[src/rtl/ascii_seg_pkg.sv]
// ascii_seg_pkg: shared types and constants for the ASCII 7-segment pacer.
//   pacer_state_t : IDLE / SHOW / GAP phase of the pacer
//   SEG_BLANK     : all segments off
//   SEG_DASH      : segment g only, shown for codes without a glyph
//   ASCII_SPACE   : word separator, shown as blank digit plus decimal point
//   glyph_of()    : ASCII byte -> {g,f,e,d,c,b,a} pattern, case-insensitive
package ascii_seg_pkg;

  typedef enum logic [1:0] {
    IDLE = 2'd0,
    SHOW = 2'd1,
    GAP  = 2'd2
  } pacer_state_t;

  localparam logic [6:0] SEG_BLANK   = 7'h00;
  localparam logic [6:0] SEG_DASH    = 7'h40;
  localparam logic [7:0] ASCII_SPACE = 8'h20;

  // Lower-case letters are folded onto upper case first so both share a glyph.
  function automatic logic [6:0] glyph_of(input logic [7:0] c);
    logic [7:0] u;
    logic [6:0] g;
    u = (c >= 8'h61 && c <= 8'h7A) ? (c - 8'h20) : c;
    case (u)
      8'h20:   g = SEG_BLANK;
      8'h30:   g = 7'h3F;  // 0
      8'h31:   g = 7'h06;  // 1
      8'h32:   g = 7'h5B;  // 2
      8'h33:   g = 7'h4F;  // 3
      8'h34:   g = 7'h66;  // 4
      8'h35:   g = 7'h6D;  // 5
      8'h36:   g = 7'h7D;  // 6
      8'h37:   g = 7'h07;  // 7
      8'h38:   g = 7'h7F;  // 8
      8'h39:   g = 7'h6F;  // 9
      8'h41:   g = 7'h77;  // A
      8'h43:   g = 7'h39;  // C
      8'h45:   g = 7'h79;  // E
      8'h46:   g = 7'h71;  // F
      8'h47:   g = 7'h3D;  // G
      8'h4A:   g = 7'h1E;  // J
      8'h4C:   g = 7'h38;  // L
      8'h4D:   g = 7'h37;  // M
      8'h4E:   g = 7'h37;  // N
      8'h4F:   g = 7'h3F;  // O
      8'h52:   g = 7'h50;  // R
      8'h53:   g = 7'h6D;  // S
      8'h54:   g = 7'h78;  // T
      8'h55:   g = 7'h3E;  // U
      default: g = SEG_DASH;
    endcase
    return g;
  endfunction

endpackage

[src/rtl/ascii_seg_pacer_if.sv]
// ascii_seg_pacer_if: character handshake between the text generator and the pacer.
//   char_in    : ASCII byte, driven by master
//   char_valid : char_in holds a character, driven by master
//   char_ready : slave can take a character this cycle, driven by slave
// Handshake: a byte transfers on the rising clock edge where char_valid and
// char_ready are both high. While char_valid is high and no transfer has
// happened, the master keeps char_in stable. char_ready never depends on
// char_valid, so no combinational loop can form between the two sides.
interface ascii_seg_pacer_if;
  logic [7:0] char_in;
  logic       char_valid;
  logic       char_ready;

  modport master (output char_in, output char_valid, input  char_ready);
  modport slave  (input  char_in, input  char_valid, output char_ready);
endinterface

[src/rtl/ascii_seg_lut.sv]
// ascii_seg_lut: combinational ASCII -> 7-segment decoder.
//   i_char     : ASCII byte
//   o_seg      : {g,f,e,d,c,b,a}, active high
//   o_is_space : i_char is the space separator
module ascii_seg_lut
  import ascii_seg_pkg::*;
(
  input  logic [7:0] i_char,
  output logic [6:0] o_seg,
  output logic       o_is_space
);

  assign o_seg      = glyph_of(i_char);
  assign o_is_space = (i_char == ASCII_SPACE);

endmodule

[src/rtl/ascii_seg_pacer.sv]
// ascii_seg_pacer: shows one ASCII character at a time on a single 7-segment
// digit, holding it HOLD_CYCLES cycles and then blanking for GAP_CYCLES cycles
// so repeated letters stay distinct.
//   clk, rst_n : clock, asynchronous active-low reset
//   ena        : enable; low freezes state, counter and outputs
//   char_if    : slave side of the character handshake (char_in/valid/ready)
//   seg, dp    : registered segment and decimal-point drive, active high
//   busy       : high in SHOW or GAP
//   char_done  : one-cycle pulse after a character's GAP finishes
//   dbg_state  : current pacer state
module ascii_seg_pacer
  import ascii_seg_pkg::*;
#(
  parameter int HOLD_CYCLES = 12_000_000,
  parameter int GAP_CYCLES  = 1_200_000,
  parameter int CNT_W       = 24
) (
  input  logic                clk,
  input  logic                rst_n,
  input  logic                ena,
  ascii_seg_pacer_if.slave    char_if,
  output logic [6:0]          seg,
  output logic                dp,
  output logic                busy,
  output logic                char_done,
  output pacer_state_t        dbg_state
);

  localparam logic [CNT_W-1:0] HOLD_LOAD = CNT_W'(HOLD_CYCLES - 1);
  localparam logic [CNT_W-1:0] GAP_LOAD  = CNT_W'(GAP_CYCLES - 1);

  pacer_state_t     r_state;
  logic [CNT_W-1:0] r_cnt;
  logic [6:0]       r_seg;
  logic             r_dp;
  logic             r_char_done;

  logic [6:0]       w_glyph;
  logic             w_is_space;
  logic             w_ready;

  ascii_seg_lut u_lut (
    .i_char     (char_if.char_in),
    .o_seg      (w_glyph),
    .o_is_space (w_is_space)
  );

  // rst_n is included so the upstream sees no ready while reset is held.
  assign w_ready            = (r_state == IDLE) && ena && rst_n;
  assign char_if.char_ready = w_ready;

  // Counter is loaded with N-1 and the phase ends on the cycle it reads zero,
  // so each phase lasts exactly N enabled cycles.
  always_ff @(posedge clk or negedge rst_n) begin
    if (!rst_n) begin
      r_state     <= IDLE;
      r_cnt       <= '0;
      r_seg       <= SEG_BLANK;
      r_dp        <= 1'b0;
      r_char_done <= 1'b0;
    end else begin
      r_char_done <= 1'b0;
      if (ena) begin
        case (r_state)
          IDLE: begin
            if (char_if.char_valid && w_ready) begin
              r_seg   <= w_glyph;
              r_dp    <= w_is_space;
              r_cnt   <= HOLD_LOAD;
              r_state <= SHOW;
            end
          end
          SHOW: begin
            if (r_cnt == '0) begin
              r_seg   <= SEG_BLANK;
              r_dp    <= 1'b0;
              r_cnt   <= GAP_LOAD;
              r_state <= GAP;
            end else begin
              r_cnt <= r_cnt - 1'b1;
            end
          end
          GAP: begin
            if (r_cnt == '0) begin
              r_char_done <= 1'b1;
              r_state     <= IDLE;
            end else begin
              r_cnt <= r_cnt - 1'b1;
            end
          end
          default: r_state <= IDLE;
        endcase
      end
    end
  end

  assign seg       = r_seg;
  assign dp        = r_dp;
  assign busy      = (r_state != IDLE);
  assign char_done = r_char_done;
  assign dbg_state = r_state;

endmodule

[src/flat_wrapper.sv]
// flat-port wrapper written by rule: the top's interface ports become plain ports
module ascii_seg_pacer_flat import ascii_seg_pkg::*;
#(
  parameter int HOLD_CYCLES = 12_000_000,
  parameter int GAP_CYCLES  = 1_200_000,
  parameter int CNT_W       = 24
)
  (clk, rst_n, ena, seg, dp, busy, char_done, dbg_state, char_if_char_in, char_if_char_valid, char_if_char_ready);
  ascii_seg_pacer_if char_if_i ();
  input  logic clk;
  input  logic rst_n;
  input  logic ena;
  output logic [6:0] seg;
  output logic dp;
  output logic busy;
  output logic char_done;
  output pacer_state_t dbg_state;
  input wire logic [$bits(char_if_i.char_in)-1:0] char_if_char_in;
  input wire logic [$bits(char_if_i.char_valid)-1:0] char_if_char_valid;
  output wire logic [$bits(char_if_i.char_ready)-1:0] char_if_char_ready;
  assign char_if_i.char_in = char_if_char_in;
  assign char_if_i.char_valid = char_if_char_valid;
  assign char_if_char_ready = char_if_i.char_ready;
  ascii_seg_pacer #(.HOLD_CYCLES(HOLD_CYCLES), .GAP_CYCLES(GAP_CYCLES), .CNT_W(CNT_W)) u_core (.clk(clk), .rst_n(rst_n), .ena(ena), .char_if(char_if_i), .seg(seg), .dp(dp), .busy(busy), .char_done(char_done), .dbg_state(dbg_state));
endmodule
[config.mk]
export PLATFORM = sky130hd
export DESIGN_NAME = ascii_seg_pacer_flat
export DESIGN_NICKNAME = d
export VERILOG_FILES = /design/src/rtl/ascii_seg_pkg.sv /design/src/rtl/ascii_seg_pacer_if.sv /design/src/rtl/ascii_seg_lut.sv /design/src/rtl/ascii_seg_pacer.sv /design/src/flat_wrapper.sv
export SDC_FILE = /design/constraint.sdc
export NUM_CORES = 1
export LEC_CHECK = 0
export ABC_AREA = 1
export BUFFER_PORTS_ARGS = -buffer_cell sky130_fd_sc_hd__buf_2
export CORE_MARGIN = 2
export CORE_UTILIZATION = 40
export DETAILED_ROUTE_END_ITERATION = 8
export GPL_ROUTABILITY_DRIVEN = 0
export HOLD_SLACK_MARGIN = 0.12
export MAX_ROUTING_LAYER = met4
export PLACE_DENSITY_LB_ADDON = 0.2
export SETUP_SLACK_MARGIN = 0.02
export SLEW_MARGIN = 20
export SYNTH_ARGS = -nofsm -noshare
export SYNTH_HDL_FRONTEND = slang
export SYNTH_HIERARCHICAL = 1
export SYNTH_SLANG_ARGS = --single-unit
[constraint.sdc]
create_clock -name clk -period 2 [get_ports clk]
set_clock_uncertainty 0.05 [all_clocks]
set_input_delay 0.3 -clock clk [delete_from_list [all_inputs] [get_ports clk]]
set_output_delay 0.3 -clock clk [all_outputs]
set_load 0.02 [all_outputs]
==> impl_metrics.env, run 1 <==
export IMPL_status="complete, no violations"
export IMPL_start_kind="flop"
export IMPL_irDropWorstVdd_mv=0.427
export IMPL_cts_num_sinks=35
export IMPL_maxCapViolCount=0
export IMPL_setup_ws_ns=0.153
export IMPL_diodes=0
export IMPL_path_class="reg -> reg"
export IMPL_layout_min_cycle_time_ns=1.85
export IMPL_place_inst=614
export IMPL_clk_path_buf_depth=2
export IMPL_syn2layout_area_growth_pct=16.3
export IMPL_power_density_nw_per_um2=727
export IMPL_grt_max_degree=36
export IMPL_rsz0062_at_grt="true"
export IMPL_min_period_over_period=0.924
export IMPL_drtIter0Drc=143
export IMPL_setup_viol=0
export IMPL_relSlewSlack=0.633
export IMPL_synth_area_leaders="dfrtp_1 28%, nand2_1 17%, nor2_1 7.5%"
export IMPL_leakage_nw=1.92
export IMPL_cts_buffers=5
export IMPL_synth_fa_ha_area_frac=0.0316
export IMPL_ys_warn_count=6
export IMPL_path_cells="inv_1 -> ha_1 -> nand2_1 -> nand2_1 -> nor2_2 -> nand2_8 -> nor2_4 -> buf_4 -> nand3_1 -> nand2_1"
export IMPL_fp_row_count=32
export IMPL_syn_nets=491
export IMPL_synth_top_area_cell="dfrtp_1"
export IMPL_dp_hpwl_um=6270
export IMPL_ys_ff_latch=35
export IMPL_utilization=0.479
export IMPL_grt_pass1_wl_um=13700
export IMPL_synth_xor_area_frac=0.0249
export IMPL_reg2reg_depth=10
export IMPL_synth_top_cell_area_share=0.276
export IMPL_routed_wl_um=7920
export IMPL_core_um2=7690
export IMPL_ant_nets=0
export IMPL_grt_pass1_vias=3022
export IMPL_drc=0
export IMPL_p_seq_frac=0.379
export IMPL_syn_area_um2=3170
export IMPL_hold_depth=3
export IMPL_timing_fmax_ghz=0.541
export IMPL_via_count=3175
export IMPL_design_die_area_um2=8650
export IMPL_end_kind="flop"
export IMPL_drive_gt1_frac=0.250
export IMPL_detail_route_first_pass_iterations=4
export IMPL_seq_area_frac_synth=0.276
export IMPL_p_sw_mw=1.08
export IMPL_initial_core_util=0.412
export IMPL_final_cell_mix="145 x nand2_1, 62 x nor2_1, 46 x inv_1"
export IMPL_cp_data_required_time_ns=2.19
export IMPL_crit_path_frequent_cell="nand2_1"
export IMPL_tns_ns=0
export IMPL_clk_pin_slew_ns=0.09
export IMPL_final_nets=542
export IMPL_swShare=0.404
export IMPL_pin_count=25
export IMPL_antenna_found_initial=0
export IMPL_root_buffer="clkbuf_8"
export IMPL_synth_top_family_by_area="simple AND/OR/NAND/NOR gates"
export IMPL_yosys_area_share_simple=0.491
export IMPL_htree_levels=2
export IMPL_worstMarginPinSlew_ns=0.549
export IMPL_die_w_um=93.0
export IMPL_p_clk_frac=0.240
export IMPL_cpPeakStageDelay_ns=0.42
export IMPL_final_instance_count_excl_fill=625
export IMPL_fin_hold_ws_ns=0.194
export IMPL_pre_cts_ws_ns=-0.0768
export IMPL_avgSynthCellArea_um2=6.73
export IMPL_cts_tree="done"
export IMPL_slowest_stage="dfrtp_1"
export IMPL_hold_viol_final=0
export IMPL_wl_per_cell_um=12.7
export IMPL_insertion_delay_ns=0.29
export IMPL_overflow=0
export IMPL_slew_violations=0
export IMPL_final_common_cell="nand2_1"
export IMPL_grt_usage=0.199
export IMPL_port_buffers=24
export IMPL_p_int_mw=1.60
export IMPL_die_y_um=93.0
export IMPL_synth_compound_area_frac=0.0968
export IMPL_comb_power_share=0.381
export IMPL_arrival_ns=2.04
export IMPL_avgViaCountPerCell=5.08
export IMPL_ys_types=36
export IMPL_worstHoldPathType="in -> reg"
export IMPL_synthMuxAreaShare=0
export IMPL_synthCells=471
export IMPL_nFillCells=824
export IMPL_path_max_fanout=15
through the flow:
| step | cell area, um2 | power (mW) |
|---|---|---|
| 3_5_place_dp | 3540 | 2.04 |
| 6_report | 3680 | 2.68 |
| 5_1_grt | 3680 | 2.91 |
| 2_1_floorplan | 3170 | 1.79 |
| 3_3_place_gp | 3540 | 2.01 |
| 4_1_cts | 3660 | 2.71 |
timing repair:
action,in CTS,in global routing
endpoints found under the setup margin,0,7
gates resized for setup,0,2
hold buffers,1,0
setup buffers,0,2
endpoints found under the hold margin,35,0
cell families (layout without fill, tap and decap cells):
kind of cell               count (synthesis)  in the layout
and+or+nand+nor                          315            315
xor gates and xnor gates                   9              9
DFF                                       35             35
adders and majority gates                  8              8
buffers and inverters                     60            112
AOI/OAI and AO/OA                         44             44
sequential cells by signal, summed over array words and instances (netlist names):
register and cells:
u_core/r_cnt 24, u_core/seg 7, u_core/dbg_state 2, u_core/char_done 1, u_core/dp 1
cell usage after synthesis (all sizes together):
master / count
a21oi: 10
and2: 1
buf: 5
clkbuf: 1
clkinv: 1
dfrtp: 35
ha: 8
inv: 53
nand2: 159
nand3: 45
nand4: 16
nor2: 89
nor3: 4
o211a: 1
o211ai: 5
o21a: 1
o21ai: 27
or2: 1
xnor2: 2
xor2: 7
critical path, delay by kind of cell (launching register included):
family	cells	cell delay [ns]
fa+ha+maj	1	0.23
flops	1	0.42
simple gates	7	0.84
buf+inv	2	0.27
routing by layer:
metal,global-route usage,up-vias,part of all wire
li1,-,1602,-
met2,0.344,81,0.50
met1,0.242,1483,0.45
met4,0.0478,0,0.0091
met5,-,-,0
met3,0.0346,9,0.040
power by group through the flow:
stage	registers (mW)	logic, mW	clock network [mW]
after floorplan	0.982	0.810	0
after global placement	1.03	0.987	0
after detailed placement	1.03	1.01	0
after CTS	1.02	1.02	0.674
after global routing	1.04	1.17	0.702
final	1.02	1.02	0.644
final timing paths:
| path | startpoint | end | slack [ns] |
|---|---|---|---|
| max | u_core/dbg_state[0]$_DFFE_PN0P_ | u_core/r_cnt[14]$_DFFE_PN0P_ | 0.15 |
| min reg2reg | u_core/seg[0]$_DFFE_PN0P_ | u_core/seg[0]$_DFFE_PN0P_ | 0.43 |
| min | ena | u_core/char_done$_DFF_PN0_ | 0.19 |
| max reg2reg | u_core/dbg_state[0]$_DFFE_PN0P_ | u_core/r_cnt[14]$_DFFE_PN0P_ | 0.15 |
| min in group asynchronous | rst_n | u_core/r_cnt[15]$_DFFE_PN0P_ | 0.58 |
| max in group asynchronous | rst_n | u_core/seg[5]$_DFFE_PN0P_ | 0.98 |
layout make-up:
type / count / area, um2 / share of cell area
tap: 102 / 128 / 0.0346
inverter: 54 / 205 / 0.0557
clock inverter: 3 / 43.8 / 0.0119
sequential: 35 / 876 / 0.238
multi-input combinational: 376 / 2040 / 0.555
timing repair buffer: 50 / 318 / 0.0863
clock buffer: 5 / 68.8 / 0.0187
Power figures use the tool's default switching activity.
==> run 2: changes to the inputs <==
- CORE_ASPECT_RATIO: not set -> 0.5
==> impl_metrics.env, run 2 (synthesis gave the netlist of run 1 again) <==
export IMPL_pre_cts_ws_ns=-0.0287
export IMPL_design_die_area_um2=8690
export IMPL_worstHoldPathType="in -> reg"
export IMPL_cts_num_sinks=35
export IMPL_power_density_nw_per_um2=737
export IMPL_relSlewSlack=0.626
export IMPL_hold_viol_final=0
export IMPL_final_instance_count_excl_fill=637
export IMPL_die_y_um=66.9
export IMPL_cts_buffers=5
export IMPL_min_period_over_period=0.916
export IMPL_drtIter0Drc=194
export IMPL_root_buffer="clkbuf_16"
export IMPL_port_buffers=24
export IMPL_htree_levels=2
export IMPL_wl_per_cell_um=12.0
export IMPL_drive_gt1_frac=0.257
export IMPL_setup_ws_ns=0.168
export IMPL_initial_core_util=0.423
export IMPL_antenna_found_initial=0
export IMPL_grt_usage=0.198
export IMPL_grt_max_degree=36
export IMPL_via_count=3096
export IMPL_worstMarginPinSlew_ns=0.558
export IMPL_arrival_ns=1.95
export IMPL_path_max_fanout=16
export IMPL_top_register="u_core/r_cnt"
export IMPL_detail_route_first_pass_iterations=5
export IMPL_clk_pin_slew_ns=0.05
export IMPL_place_inst=622
export IMPL_avgViaCountPerCell=4.86
export IMPL_grt_pass1_wl_um=13200
export IMPL_cts_tree="done"
export IMPL_pin_count=25
export IMPL_cp_data_required_time_ns=2.12
export IMPL_fin_hold_ws_ns=0.212
export IMPL_end_kind="flop"
export IMPL_largest_reg_flops=24
export IMPL_place_area_um2=3560
export IMPL_diodes=0
export IMPL_status="complete, no violations"
export IMPL_final_common_cell="nand2_1"
export IMPL_start_kind="flop"
export IMPL_syn2layout_area_growth_pct=19.3
export IMPL_clk_path_buf_depth=2
export IMPL_grt_pass1_vias=2932
export IMPL_leakage_nw=1.97
export IMPL_ant_nets=0
export IMPL_fp_row_count=22
export IMPL_die_w_um=130
export IMPL_dp_hpwl_um=5980
export IMPL_maxCapViolCount=0
export IMPL_overflow=0
export IMPL_layout_min_cycle_time_ns=1.83
export IMPL_core_um2=7490
export IMPL_rsz0062_at_grt="true"
export IMPL_slew_violations=0
export IMPL_setup_viol=0
export IMPL_drc=0
export IMPL_cpPeakStageDelay_ns=0.38
export IMPL_design_area_um2=3780
export IMPL_irDropWorstVdd_mv=0.329
export IMPL_path_cells="inv_1 -> ha_1 -> nand3_1 -> nor2_2 -> nand4_4 -> nand2_8 -> inv_4 -> nand2_1 -> o21ai_2"
export IMPL_utilization=0.505
export IMPL_final_nets=548
export IMPL_insertion_delay_ns=0.28
export IMPL_routed_wl_um=7660
export IMPL_timing_fmax_ghz=0.546
export IMPL_path_class="reg -> reg"
export IMPL_slowest_stage="dfrtp_1"
export IMPL_final_cell_mix="145 x nand2_1, 61 x nor2_1, 46 x inv_1"
==> run 2: where the power goes <==
part	total (mW)	leakage, nW	switching (mW)	internal (mW)
Clock	0.747	0.0679	0.287	0.460
Sequential	1.02	0.432	0.174	0.845
Combinational	1.02	1.47	0.632	0.387
==> run 2: per-stage QoR <==
step / power, mW / setup TNS, ns
finish: 2.79 / 0
CTS: 2.80 / 0
global placement: 2.02 / -0.00627
detailed placement: 2.03 / -0.101
floorplan: 1.79 / 0
global route: 3.01 / 0
==> run 2: final timing paths <==
check / cells past startpoint / startpoint / slack, ns / endpoint
min: 3 / ena / 0.21 / u_core/char_done$_DFF_PN0_
max reg2reg: 9 / u_core/r_cnt[1]$_DFFE_PN0P_ / 0.17 / u_core/r_cnt[6]$_DFFE_PN0P_
min in group asynchronous: 4 / rst_n / 0.58 / u_core/dbg_state[0]$_DFFE_PN0P_
min reg2reg: 2 / u_core/seg[4]$_DFFE_PN0P_ / 0.42 / u_core/seg[4]$_DFFE_PN0P_
max: 9 / u_core/r_cnt[1]$_DFFE_PN0P_ / 0.17 / u_core/r_cnt[6]$_DFFE_PN0P_
max in group asynchronous: 4 / rst_n / 1.13 / u_core/dbg_state[1]$_DFFE_PN0P_
==> run 2: what timing repair did <==
action | CTS | global route
hold buffers | 2 | 0
resized for setup | 0 | 4
endpoints found under the hold margin | 35 | 0
buffers inserted | 0 | 5
endpoints found under the setup margin | 0 | 7
==> run 2: layout make-up <==
type                    instances  area (um2)
clock buffers                   7         133
clock inverters                 1        5.00
fillers                       755        3710
inverters                      54         205
multi-input cells             376        2050
flip-flops and latches         35         877
well taps                     108         135
repair buffers                 56         375
==> run 2: metal layers <==
layer,share of wire,vias up,global-route usage
li1,-,1615,-
met1,0.47,1407,0.231
met2,0.48,60,0.347
met3,0.031,14,0.0305
met4,0.023,0,0.0793
met5,0,-,-
==> run 2: worst max-delay path, delay by kind of cell, from the launching register on <==
family          cells  cell delay, ns
simple gates        5            0.78
flops               1            0.38
fa+ha+maj           1            0.24
buf+inv             2            0.21
compound gates      1            0.05
==> run 3: changes to the inputs <==
- CORE_ASPECT_RATIO: 0.5 -> 1.1
==> impl_metrics.env, run 3 (synthesis gave the netlist of run 1 again) <==
export IMPL_crit_path_frequent_cell="nand2_1"
export IMPL_cpPeakStageDelay_ns=0.40
export IMPL_path_cells="inv_1 -> ha_1 -> nand2_1 -> nand2_1 -> nor2_4 -> nand2_8 -> nor2_4 -> inv_2 -> nand2_1 -> nand2_1"
export IMPL_drive_gt1_frac=0.242
export IMPL_insertion_delay_ns=0.29
export IMPL_post_cts_setup_buffers=0
export IMPL_die_y_um=97.3
export IMPL_relSlewSlack=0.613
export IMPL_initial_core_util=0.407
export IMPL_register_area_um2=876
export IMPL_tns_ns=0
export IMPL_setup_viol=0
export IMPL_dp_hpwl_um=6260
export IMPL_routed_wl_um=8050
export IMPL_maxCapViolCount=0
export IMPL_die_w_um=88.9
export IMPL_antenna_found_initial=0
export IMPL_final_nets=539
export IMPL_path_class="reg -> reg"
export IMPL_cp_data_required_time_ns=2.13
export IMPL_pre_cts_ws_ns=-0.0519
export IMPL_arrival_ns=1.98
export IMPL_clk_pin_slew_ns=0.07
export IMPL_rsz0062_at_grt="false"
export IMPL_nFillCells=806
export IMPL_start_kind="flop"
export IMPL_detail_route_first_pass_iterations=4
export IMPL_cts_buffers=5
export IMPL_slowest_stage="dfrtp_1"
export IMPL_top_register="u_core/r_cnt"
export IMPL_diodes=0
export IMPL_irDropWorstVdd_mv=0.274
export IMPL_cts_tree="done"
export IMPL_end_kind="flop"
export IMPL_timing_fmax_ghz=0.542
export IMPL_fin_hold_ws_ns=0.200
export IMPL_design_die_area_um2=8650
export IMPL_power_density_nw_per_um2=696
export IMPL_grt_pass1_wl_um=13700
export IMPL_final_common_cell="nand2_1"
export IMPL_syn2layout_area_growth_pct=15.4
export IMPL_overflow=0
export IMPL_port_buffers=24
export IMPL_wl_per_cell_um=12.8
export IMPL_root_buffer="clkbuf_8"
export IMPL_fp_row_count=34
export IMPL_drc=0
export IMPL_status="complete, no violations"
export IMPL_setup_ws_ns=0.155
export IMPL_grt_pass1_vias=3032
export IMPL_drtIter0Drc=121
export IMPL_grt_usage=0.203
export IMPL_worstMarginPinSlew_ns=0.578
export IMPL_ant_nets=0
export IMPL_layout_min_cycle_time_ns=1.85
export IMPL_final_cell_mix="145 x nand2_1, 62 x nor2_1, 46 x inv_1"
export IMPL_multi_input_area_um2=2050
export IMPL_core_um2=7780
export IMPL_min_period_over_period=0.923
export IMPL_hold_viol_final=0
export IMPL_worstHoldPathType="in -> reg"
export IMPL_grt_max_degree=36
export IMPL_path_max_fanout=19
export IMPL_htree_levels=2
export IMPL_via_count=3118
export IMPL_slew_violations=0
export IMPL_avgViaCountPerCell=4.96
export IMPL_largest_reg_flops=24
export IMPL_pin_count=25
export IMPL_leakage_nw=1.90
export IMPL_clk_path_buf_depth=2
export IMPL_cts_num_sinks=35
==> run 3: cell types whose count changed in the layout (fill, tap and decap cells not counted), sizes merged <==
cell  delta
buf      -9
==> run 3: layout make-up <==
cell class	count	area share
inverter	54	0.0561
clock buffer	7	0.0209
sequential	35	0.239
timing repair buffer	47	0.0842
multi-input combinational	376	0.561
tap	108	0.0369
clock inverter	1	0.00137
==> run 3: timing repair <==
action | in CTS | in global routing
hold endpoints to repair | 35 | 0
setup endpoints to repair | 0 | 6
hold buffers | 2 | 0
resized for setup | 0 | 3
==> run 3: through the flow <==
step,cells,power (mW),area (um2),util
after floorplan,471,1.79,3170,-
after global placement,618,2.03,3530,0.454
after detailed placement,618,2.05,3530,0.454
after CTS,628,2.58,3640,0.468
after global routing,628,2.79,3660,0.470
final,628,2.55,3660,0.470
==> run 3: final timing paths <==
kind | start | endpoint | slack, ns | cells after the start
min in group asynchronous | rst_n | u_core/r_cnt[15]$_DFFE_PN0P_ | 0.58 | 4
setup / recovery | u_core/dbg_state[0]$_DFFE_PN0P_ | u_core/r_cnt[21]$_DFFE_PN0P_ | 0.15 | 10
hold reg to reg | u_core/seg[5]$_DFFE_PN0P_ | u_core/seg[5]$_DFFE_PN0P_ | 0.43 | 2
setup reg to reg | u_core/dbg_state[0]$_DFFE_PN0P_ | u_core/r_cnt[21]$_DFFE_PN0P_ | 0.15 | 10
max in group asynchronous | rst_n | u_core/r_cnt[4]$_DFFE_PN0P_ | 1.12 | 4
hold / removal | ena | u_core/char_done$_DFF_PN0_ | 0.20 | 3
==> run 3: power breakdown <==
group	leakage [nW]	switching [mW]	internal (mW)
Sequential	0.434	0.175	0.844
Combinational	1.43	0.636	0.386
Clock	0.0422	0.262	0.245
Total	1.90	1.07	1.47
==> run 3: metal layers <==
layer	GRT usage	up-vias	wire [um]
met5	-	-	0
met4	0.0501	0	121
met3	0.0263	11	234
met2	0.351	55	4130
met1	0.245	1457	3560
li1	-	1595	-
==> run 3: worst max-delay path, delay by kind of cell (launching register included) <==
| kind | cells | cell delay (ns) |
|---|---|---|
| adder cells (fa/ha/maj) | 1 | 0.22 |
| buffers and inverters | 2 | 0.21 |
| flip-flops | 1 | 0.40 |
| AND/OR/NAND/NOR | 7 | 0.85 |
